### config.mk
export PLATFORM = sky130hd
export DESIGN_NAME = fifo_mac_seq
export DESIGN_NICKNAME = d
export VERILOG_FILES = /design/src/rtl/fifo_mac_pkg.sv /design/src/rtl/fifo_mac_seq.sv
export SDC_FILE = /design/constraint.sdc
export NUM_CORES = 1
export LEC_CHECK = 0
export ABC_AREA = 1
export ABC_CLOCK_PERIOD_IN_PS = 1400
export BUFFER_PORTS_ARGS = -buffer_cell sky130_fd_sc_hd__buf_2
export CAP_MARGIN = 20
export CELL_PAD_IN_SITES_DETAIL_PLACEMENT = 0
export CELL_PAD_IN_SITES_GLOBAL_PLACEMENT = 2
export CORE_MARGIN = 4
export CORE_UTILIZATION = 25
export CTS_CLUSTER_DIAMETER = 80
export CTS_CLUSTER_SIZE = 20
export DETAILED_ROUTE_END_ITERATION = 12
export PLACE_DENSITY_LB_ADDON = 0.1
export REMOVE_ABC_BUFFERS = 1
export SLEW_MARGIN = 5
export SYNTH_ARGS = -nofsm -noshare
export SYNTH_HDL_FRONTEND = slang
export SYNTH_SLANG_ARGS = --single-unit
### constraint.sdc
create_clock -name clk -period 1.4 [get_ports clk]
set_input_delay 0.07 -clock clk [delete_from_list [all_inputs] [get_ports clk]]
set_output_delay 0.07 -clock clk [all_outputs]
set_load 0.02 [all_outputs]
### src/rtl/fifo_mac_pkg.sv
// Shared types for the MAC operand FIFO sequencer: job state encoding and default job size.
package fifo_mac_pkg;

  localparam int DEFAULT_DEPTH = 8;

  typedef enum logic [2:0] {
    IDLE,
    FILL,
    DRAIN,
    FLUSH,
    DONE
  } seq_state_t;

endpackage

### src/rtl/fifo_mac_seq.sv
// Fills both operand FIFOs in lockstep, then drains them into the MAC; done is DEPTH+2 cycles after the first read counted inclusively.
// Upstream is stalled through in_ready when either FIFO is full; a FIFO running empty mid-drain aborts the job and sets err.
module fifo_mac_seq
  import fifo_mac_pkg::*;
#(
  parameter int DEPTH = DEFAULT_DEPTH
) (
  input  logic clk,
  input  logic rst_n,
  input  logic start,
  input  logic in_valid,
  output logic in_ready,
  input  logic full_a,
  input  logic full_b,
  input  logic empty_a,
  input  logic empty_b,
  output logic fifo_wren,
  output logic fifo_rden,
  output logic mac_clr,
  output logic mac_en,
  output logic busy,
  output logic done,
  output logic err
);

  localparam int CNT_W = $clog2(DEPTH) + 1;
  localparam logic [CNT_W-1:0] LAST = CNT_W'(DEPTH - 1);

  seq_state_t       state;
  logic [CNT_W-1:0] cnt;
  logic             rd_d;
  logic             err_q;

  // rst_n gates the start-driven clear so nothing leaks out while reset is held.
  assign in_ready  = rst_n && (state == FILL) && !full_a && !full_b;
  assign fifo_wren = in_ready && in_valid;
  assign fifo_rden = rst_n && (state == DRAIN) && !empty_a && !empty_b;
  assign mac_clr   = rst_n && (state == IDLE) && start;
  assign mac_en    = rd_d;
  assign busy      = (state != IDLE);
  assign done      = (state == DONE);
  assign err       = err_q;

  always_ff @(posedge clk or negedge rst_n) begin
    if (!rst_n) begin
      state <= IDLE;
      cnt   <= '0;
      rd_d  <= 1'b0;
      err_q <= 1'b0;
    end else begin
      // FIFO read data lands one cycle after rden, so the MAC enable trails it.
      rd_d <= fifo_rden;
      case (state)
        IDLE: begin
          if (start) begin
            cnt   <= '0;
            err_q <= 1'b0;
            state <= FILL;
          end
        end
        FILL: begin
          if (fifo_wren) begin
            if (cnt == LAST) begin
              cnt   <= '0;
              state <= DRAIN;
            end else begin
              cnt <= cnt + CNT_W'(1);
            end
          end
        end
        DRAIN: begin
          if (fifo_rden) begin
            if (cnt == LAST) begin
              cnt   <= '0;
              state <= FLUSH;
            end else begin
              cnt <= cnt + CNT_W'(1);
            end
          end else begin
            // Underflow: abandon the job; the in-flight mac_en still completes.
            cnt   <= '0;
            err_q <= 1'b1;
            state <= IDLE;
          end
        end
        FLUSH:   state <= DONE;
        DONE:    state <= IDLE;
        default: state <= IDLE;
      endcase
    end
  end

endmodule

# Yosys cells after proc, flatten, opt, wreduce, memory -nomap -nowiden
# Index checks and enable logic that the tools add are counted.
# totals
reg_bits	9
latchBits	0
ramBits	0
mem_bits_ro	0
input_bits	8
output_inout_bits	8
elab_cells	49
mem_count	0
# classes
addsub	1
mul	0
div	0
n_lt_le_gt_ge	0
n_eq_ne	10
shifts	0
n_mux	14
n_bitwise	0
reduce_logical	20
# ops
cell	count
$mux W4	4
$mux W3	5
$pmux W3 S4	1
$pmux W4 S3	1
$logic_and A1 B1 Y1	9
$eq A3 B2 Y1 const B	2
$ne A2 B2 Y1 const B	3
$reduce_and A3 Y1	2
$reduce_bool A3 Y1	2
$add A4 B1 Y4 const B	1
$eq A4 B3 Y1 const B	1
$logic_not A1 Y1	4
$reduce_and A4 Y1	1
$eq A3 B1 Y1 const B	1
$eq A3 B3 Y1 const B	1
$logic_not A3 Y1	1
$ne A3 B2 Y1 const B	1
$mux W1	2
$ne A2 B1 Y1 const B	1
$pmux W1 S2	1
$reduce_bool A2 Y1	1

# Depth between registers and ports, before layout
# logic_depth
word_depth	7
mapped_depth	9
ltp_nobuf	9

# Worst setup path before layout
# Ideal clock, no wire load.
# synth_timing
kind	register -> register
from	register state[2]
to	register cnt[3]
setup_time_ns	0.077
t_arrival_ns	1.205
required_ns	1.323
path_slack_ns	0.118
path_stages_with_launch	6
n_path_buf	0
synth_period_minus_slack_ns	1.282
cell_sequence	dfrtp_1 > nor2_2 > nand2_1 > nor2_2 > o21ai_0 > o21ai_1
# synth_via
elab_cells_between_ends	16
cone_classes	eq/ne (4); mux (2); reduce/logical (10)
# synth_lines
item	line_no	rtl
start: declaration	fifo_mac_seq.sv:29	seq_state_t state;
start signal: assignment	fifo_mac_seq.sv:46	state <= IDLE;
start signal: assignment	fifo_mac_seq.sv:58	state <= FILL;
start signal: assignment	fifo_mac_seq.sv:65	state <= DRAIN;
$eq A3 B2 Y1	fifo_mac_seq.sv:37	assign fifo_rden = rst_n && (state == DRAIN) && !empty_a && !empty_b;
$logic_and A1 B1 Y1 (3 in a row)	fifo_mac_seq.sv:37	
net fifo_rden	fifo_mac_seq.sv:18	output logic fifo_rden,
$mux W4	fifo_mac_seq.sv:72	if (fifo_rden) begin
$pmux W4 S3	fifo_mac_seq.sv:53	case (state)
end signal: assignment	fifo_mac_seq.sv:67	cnt <= cnt + CNT_W'(1);
end signal: assignment	fifo_mac_seq.sv:77	cnt <= cnt + CNT_W'(1);
end: declaration	fifo_mac_seq.sv:30	logic [CNT_W-1:0] cnt;
# The timed path passes the listed nets, and every way through them passes these cells.
# A chain may end at the register's enable or synchronous reset.

# Worst setup path in the final report
# layout_timing
from	register state[0]
to	output port mac_clr
# layout_via
elab_chain_len	3
# layout_lines
item	line_no	rtl
$logic_not A3 Y1	fifo_mac_seq.sv:38	assign mac_clr = rst_n && (state == IDLE) && start;
$logic_and A1 B1 Y1 (2 in a row)	fifo_mac_seq.sv:38	
end: declaration	fifo_mac_seq.sv:19	output logic mac_clr,
# No other way between the ends.

==> impl_metrics.xml <==
<?xml version="1.0" encoding="UTF-8"?>
<metrics>
  <group name="synthesis">
    <metric name="postSynthCellCount" unit="">76</metric>
    <metric name="synth_top_family_by_area" unit="">simple AND/OR/NAND/NOR gates</metric>
    <metric name="synth_warnings" unit="">0</metric>
    <metric name="synth_area_per_cell" unit="µm²">7.112</metric>
    <metric name="synth_cell_types" unit="">16</metric>
    <metric name="synth_seq_area_share" unit="">0.4167</metric>
    <metric name="synth-compound-area-share" unit="">0.07407</metric>
    <metric name="ys_seq_elements" unit="">9</metric>
    <metric name="post_synth_fa_ha_maj_area_fraction" unit="">0.02315</metric>
    <metric name="syn-cell-area" unit="µm²">540.5</metric>
    <metric name="yosys.area_share.simple" unit="">0.4074</metric>
    <metric name="synth_xor_xnor_area_share" unit="">0.01620</metric>
    <metric name="synth.mux.area_fraction" unit="">0</metric>
  </group>
  <group name="setup_path">
    <metric name="crit_path_max_fanout" unit="">4</metric>
    <metric name="setup.worst_path.start_class" unit="">flop</metric>
    <metric name="setup.worst_path.end_class" unit="">output port</metric>
    <metric name="cp_data_required_time" unit="ns">1.33</metric>
    <metric name="worst-setup-path-type" unit="">flop to output port</metric>
    <metric name="worst_r2r_path_depth" unit="">7</metric>
    <metric name="worstPathArrival" unit="ns">1.29</metric>
  </group>
  <group name="clock_network">
    <metric name="max-clock-path-buffers" unit="">2</metric>
    <metric name="cts-buffers-inserted" unit="">3</metric>
    <metric name="tritoncts" unit="">yes</metric>
    <metric name="cts.reportedPaths.clkPinSlew" unit="ns">0.07</metric>
    <metric name="clock_tree.root_cell" unit="">sky130_fd_sc_hd__clkbuf_4</metric>
    <metric name="htree_levels" unit="">1</metric>
    <metric name="worst_skew_pair.late_latency" unit="ns">0.26</metric>
    <metric name="cts_sinks" unit="">9</metric>
  </group>
  <group name="power_and_ir_drop">
    <metric name="cellLeakagePower" unit="nW">0.4055</metric>
    <metric name="ir_worst_vdd" unit="mV">0.4108</metric>
    <metric name="power.density_cell_area" unit="nW/µm²">1304</metric>
  </group>
  <group name="die">
    <metric name="width_of_the_die" unit="µm">54.50</metric>
    <metric name="core_area" unit="µm²">2002</metric>
    <metric name="die-area" unit="µm²">2970</metric>
    <metric name="std_cell_rows" unit="">16</metric>
    <metric name="die-height" unit="µm">54.50</metric>
    <metric name="pin_count" unit="">16</metric>
    <metric name="start_util" unit="">0.2700</metric>
  </group>
  <group name="global_routing">
    <metric name="first_pass_grt_wire_length" unit="mm">2.263</metric>
    <metric name="first_global_vias" unit="">512</metric>
    <metric name="grt_start_max_net_pins" unit="">9</metric>
    <metric name="grt.overflow.total" unit="">0</metric>
    <metric name="grt_util_all_layers" unit="">0.1094</metric>
    <metric name="grt_antenna_before_repair" unit="">0</metric>
  </group>
  <group name="detailed_routing">
    <metric name="wirelength" unit="mm">1.354</metric>
    <metric name="initialDrtViolationCount" unit="">9</metric>
    <metric name="antenna_violating_nets_post_route" unit="">0</metric>
    <metric name="num_vias" unit="">555</metric>
    <metric name="drt_wl_cell" unit="µm">10.50</metric>
    <metric name="drc" unit="">0</metric>
    <metric name="average_via_count_per_standard_cell" unit="">4.302</metric>
    <metric name="drt_first_pass_iters" unit="">4</metric>
  </group>
  <group name="sta">
    <metric name="final_min_period_over_clock_period" unit="">0.9680</metric>
    <metric name="grt_setup_unrepaired" unit="">true</metric>
    <metric name="fmax" unit="MHz">737.9</metric>
    <metric name="worst_slew_margin_rel" unit="">0.8218</metric>
    <metric name="finalSetupViolCount" unit="">0</metric>
    <metric name="fin_crit" unit="ns">1.355</metric>
    <metric name="final_hold_viol_count" unit="">0</metric>
    <metric name="finalClockSkew" unit="ns">0.008091</metric>
    <metric name="drv_slew" unit="">0</metric>
    <metric name="worstMarginPinSlew" unit="ns">0.2664</metric>
  </group>
  <group name="placement">
    <metric name="cell_count_post_placement" unit="">120</metric>
    <metric name="place_congestion" unit="">0.7260</metric>
    <metric name="portBuffers" unit="">15</metric>
    <metric name="place.detailed.hpwl" unit="mm">1.014</metric>
    <metric name="dpl-instance-area" unit="µm²">664.4</metric>
  </group>
  <group name="status">
    <metric name="status" unit="">finished clean</metric>
  </group>
  <group name="min_path">
    <metric name="worst_min_delay_path_category" unit="">input port to flop</metric>
    <metric name="hold_crit_depth" unit="">4</metric>
  </group>
  <group name="cells_and_area">
    <metric name="final_cells" unit="">129</metric>
    <metric name="drive_above_1_share" unit="">0.3627</metric>
    <metric name="syn_to_final_growth" unit="%">43.52</metric>
    <metric name="insertedDiodeCount" unit="">0</metric>
    <metric name="post-route-cell-area" unit="µm²">775.7</metric>
    <metric name="finish.net_count" unit="">112</metric>
  </group>
  <group name="run">
    <metric name="max_cap_viol" unit="">0</metric>
  </group>
</metrics>
==> power by group <==
| part | internal (mW) | leakage, nW | switching, mW |
|---|---|---|---|
| combinational | 0.181 | 0.277 | 0.254 |
| clock | 0.110 | 0.0150 | 0.0902 |
| sequential | 0.315 | 0.114 | 0.0624 |
| total | 0.605 | 0.406 | 0.407 |
==> path summary, 6_finish.rpt <==
kind | startpoint | to | slack, ns
worst max-delay path | state[0] | mac_clr | 0.04
worst min-delay path | start | err | 0.15
worst max register to register | state[0] | cnt[3] | 0.13
worst min register to register | err | err | 0.49
max in group asynchronous | rst_n | mac_en | 0.76
min in group asynchronous | rst_n | err | 0.28
==> final cells by class <==
type,instances,area [µm²]
clock buffer,4,26.28
fill,216,1226
inverter,9,33.78
multi-input combinational,58,301.5
sequential,9,227.7
tap,27,33.78
timing repair buffer,22,152.6
==> cells in the final DEF (no fill, tap or decap), drive strengths merged <==
cell and instances:
o21ai 8, nand2 27, inv 9, clkbuf 4, nor3 2, dlygate4sd3 1
nand4 2, buf 21, ha 1, xor2 1, dfrtp 9, nand3 5
nor2 12
==> flip-flops by register name, summed over array words and instances (netlist names) <==
signal and cells:
cnt 4, mac_en 1, state 3, err 1
==> repair_timing <==
action                                 in CTS  in global routing
setup buffers                               3                  1
pin swaps                                   1                  3
endpoints found under the hold margin       9                  0
setup endpoints to repair                   5                 11
gates resized for setup                     7                  4
hold buffers                                1                  0
==> cells by family (layout without fill, tap and decap cells) <==
logic type / after synthesis / in the layout
buf+inv: 9 / 35
xor+xnor: 1 / 1
fa+ha+maj: 1 / 1
compound gates: 8 / 8
flops: 9 / 9
simple gates: 48 / 48
==> metrics by stage <==
stage                     TNS (ns)  worst slack [ns]  hold slack (ns)  utilization  power [mW]
final                            0           0.04478           0.1527       0.3875       1.012
after global placement           0           0.05220         -0.07345       0.3319      0.7843
after floorplan                  0            0.1183          -0.2256            -      0.6487
after detailed placement         0           0.06522         -0.08074       0.3319      0.7698
after CTS                        0          0.005060           0.1423       0.3725       1.016
after global routing       -0.1172          -0.06861           0.1577       0.3875       1.102
==> cells in the mapped netlist <==
library cell / number / area share
sky130_fd_sc_hd__nand3_1: 4 / 0.037
sky130_fd_sc_hd__ha_1: 1 / 0.023
sky130_fd_sc_hd__nor3_4: 1 / 0.030
sky130_fd_sc_hd__nand2_2: 1 / 0.012
sky130_fd_sc_hd__nand4_1: 2 / 0.023
sky130_fd_sc_hd__inv_2: 4 / 0.028
sky130_fd_sc_hd__nand2_1: 26 / 0.18
sky130_fd_sc_hd__nor2_2: 3 / 0.035
sky130_fd_sc_hd__nor2_1: 9 / 0.062
sky130_fd_sc_hd__nand3_2: 1 / 0.019
sky130_fd_sc_hd__dfrtp_1: 9 / 0.42
sky130_fd_sc_hd__nor3_1: 1 / 0.0093
sky130_fd_sc_hd__xor2_1: 1 / 0.016
sky130_fd_sc_hd__inv_1: 5 / 0.035
sky130_fd_sc_hd__o21ai_0: 4 / 0.037
sky130_fd_sc_hd__o21ai_1: 4 / 0.037
==> per-layer routing <==
metal | track usage | vias to the layer above | part of all wire
met5 | 0 | - | 0
met4 | 0.03734 | 0 | 0.0096
met3 | 0.04087 | 2 | 0.077
met2 | 0.1653 | 17 | 0.40
met1 | 0.1419 | 241 | 0.51
li1 | - | 295 | -
==> worst max-delay path: stages, from the launching register on <==
cell and delay [ns]:
sky130_fd_sc_hd__dfrtp_1 0.43, sky130_fd_sc_hd__nor2_4 0.16, sky130_fd_sc_hd__inv_2 0.07, sky130_fd_sc_hd__nor2_4 0.09, sky130_fd_sc_hd__nand2_1 0.05, sky130_fd_sc_hd__nor2_1 0.08, sky130_fd_sc_hd__buf_4 0.14
(Power assumes the default switching activity.)
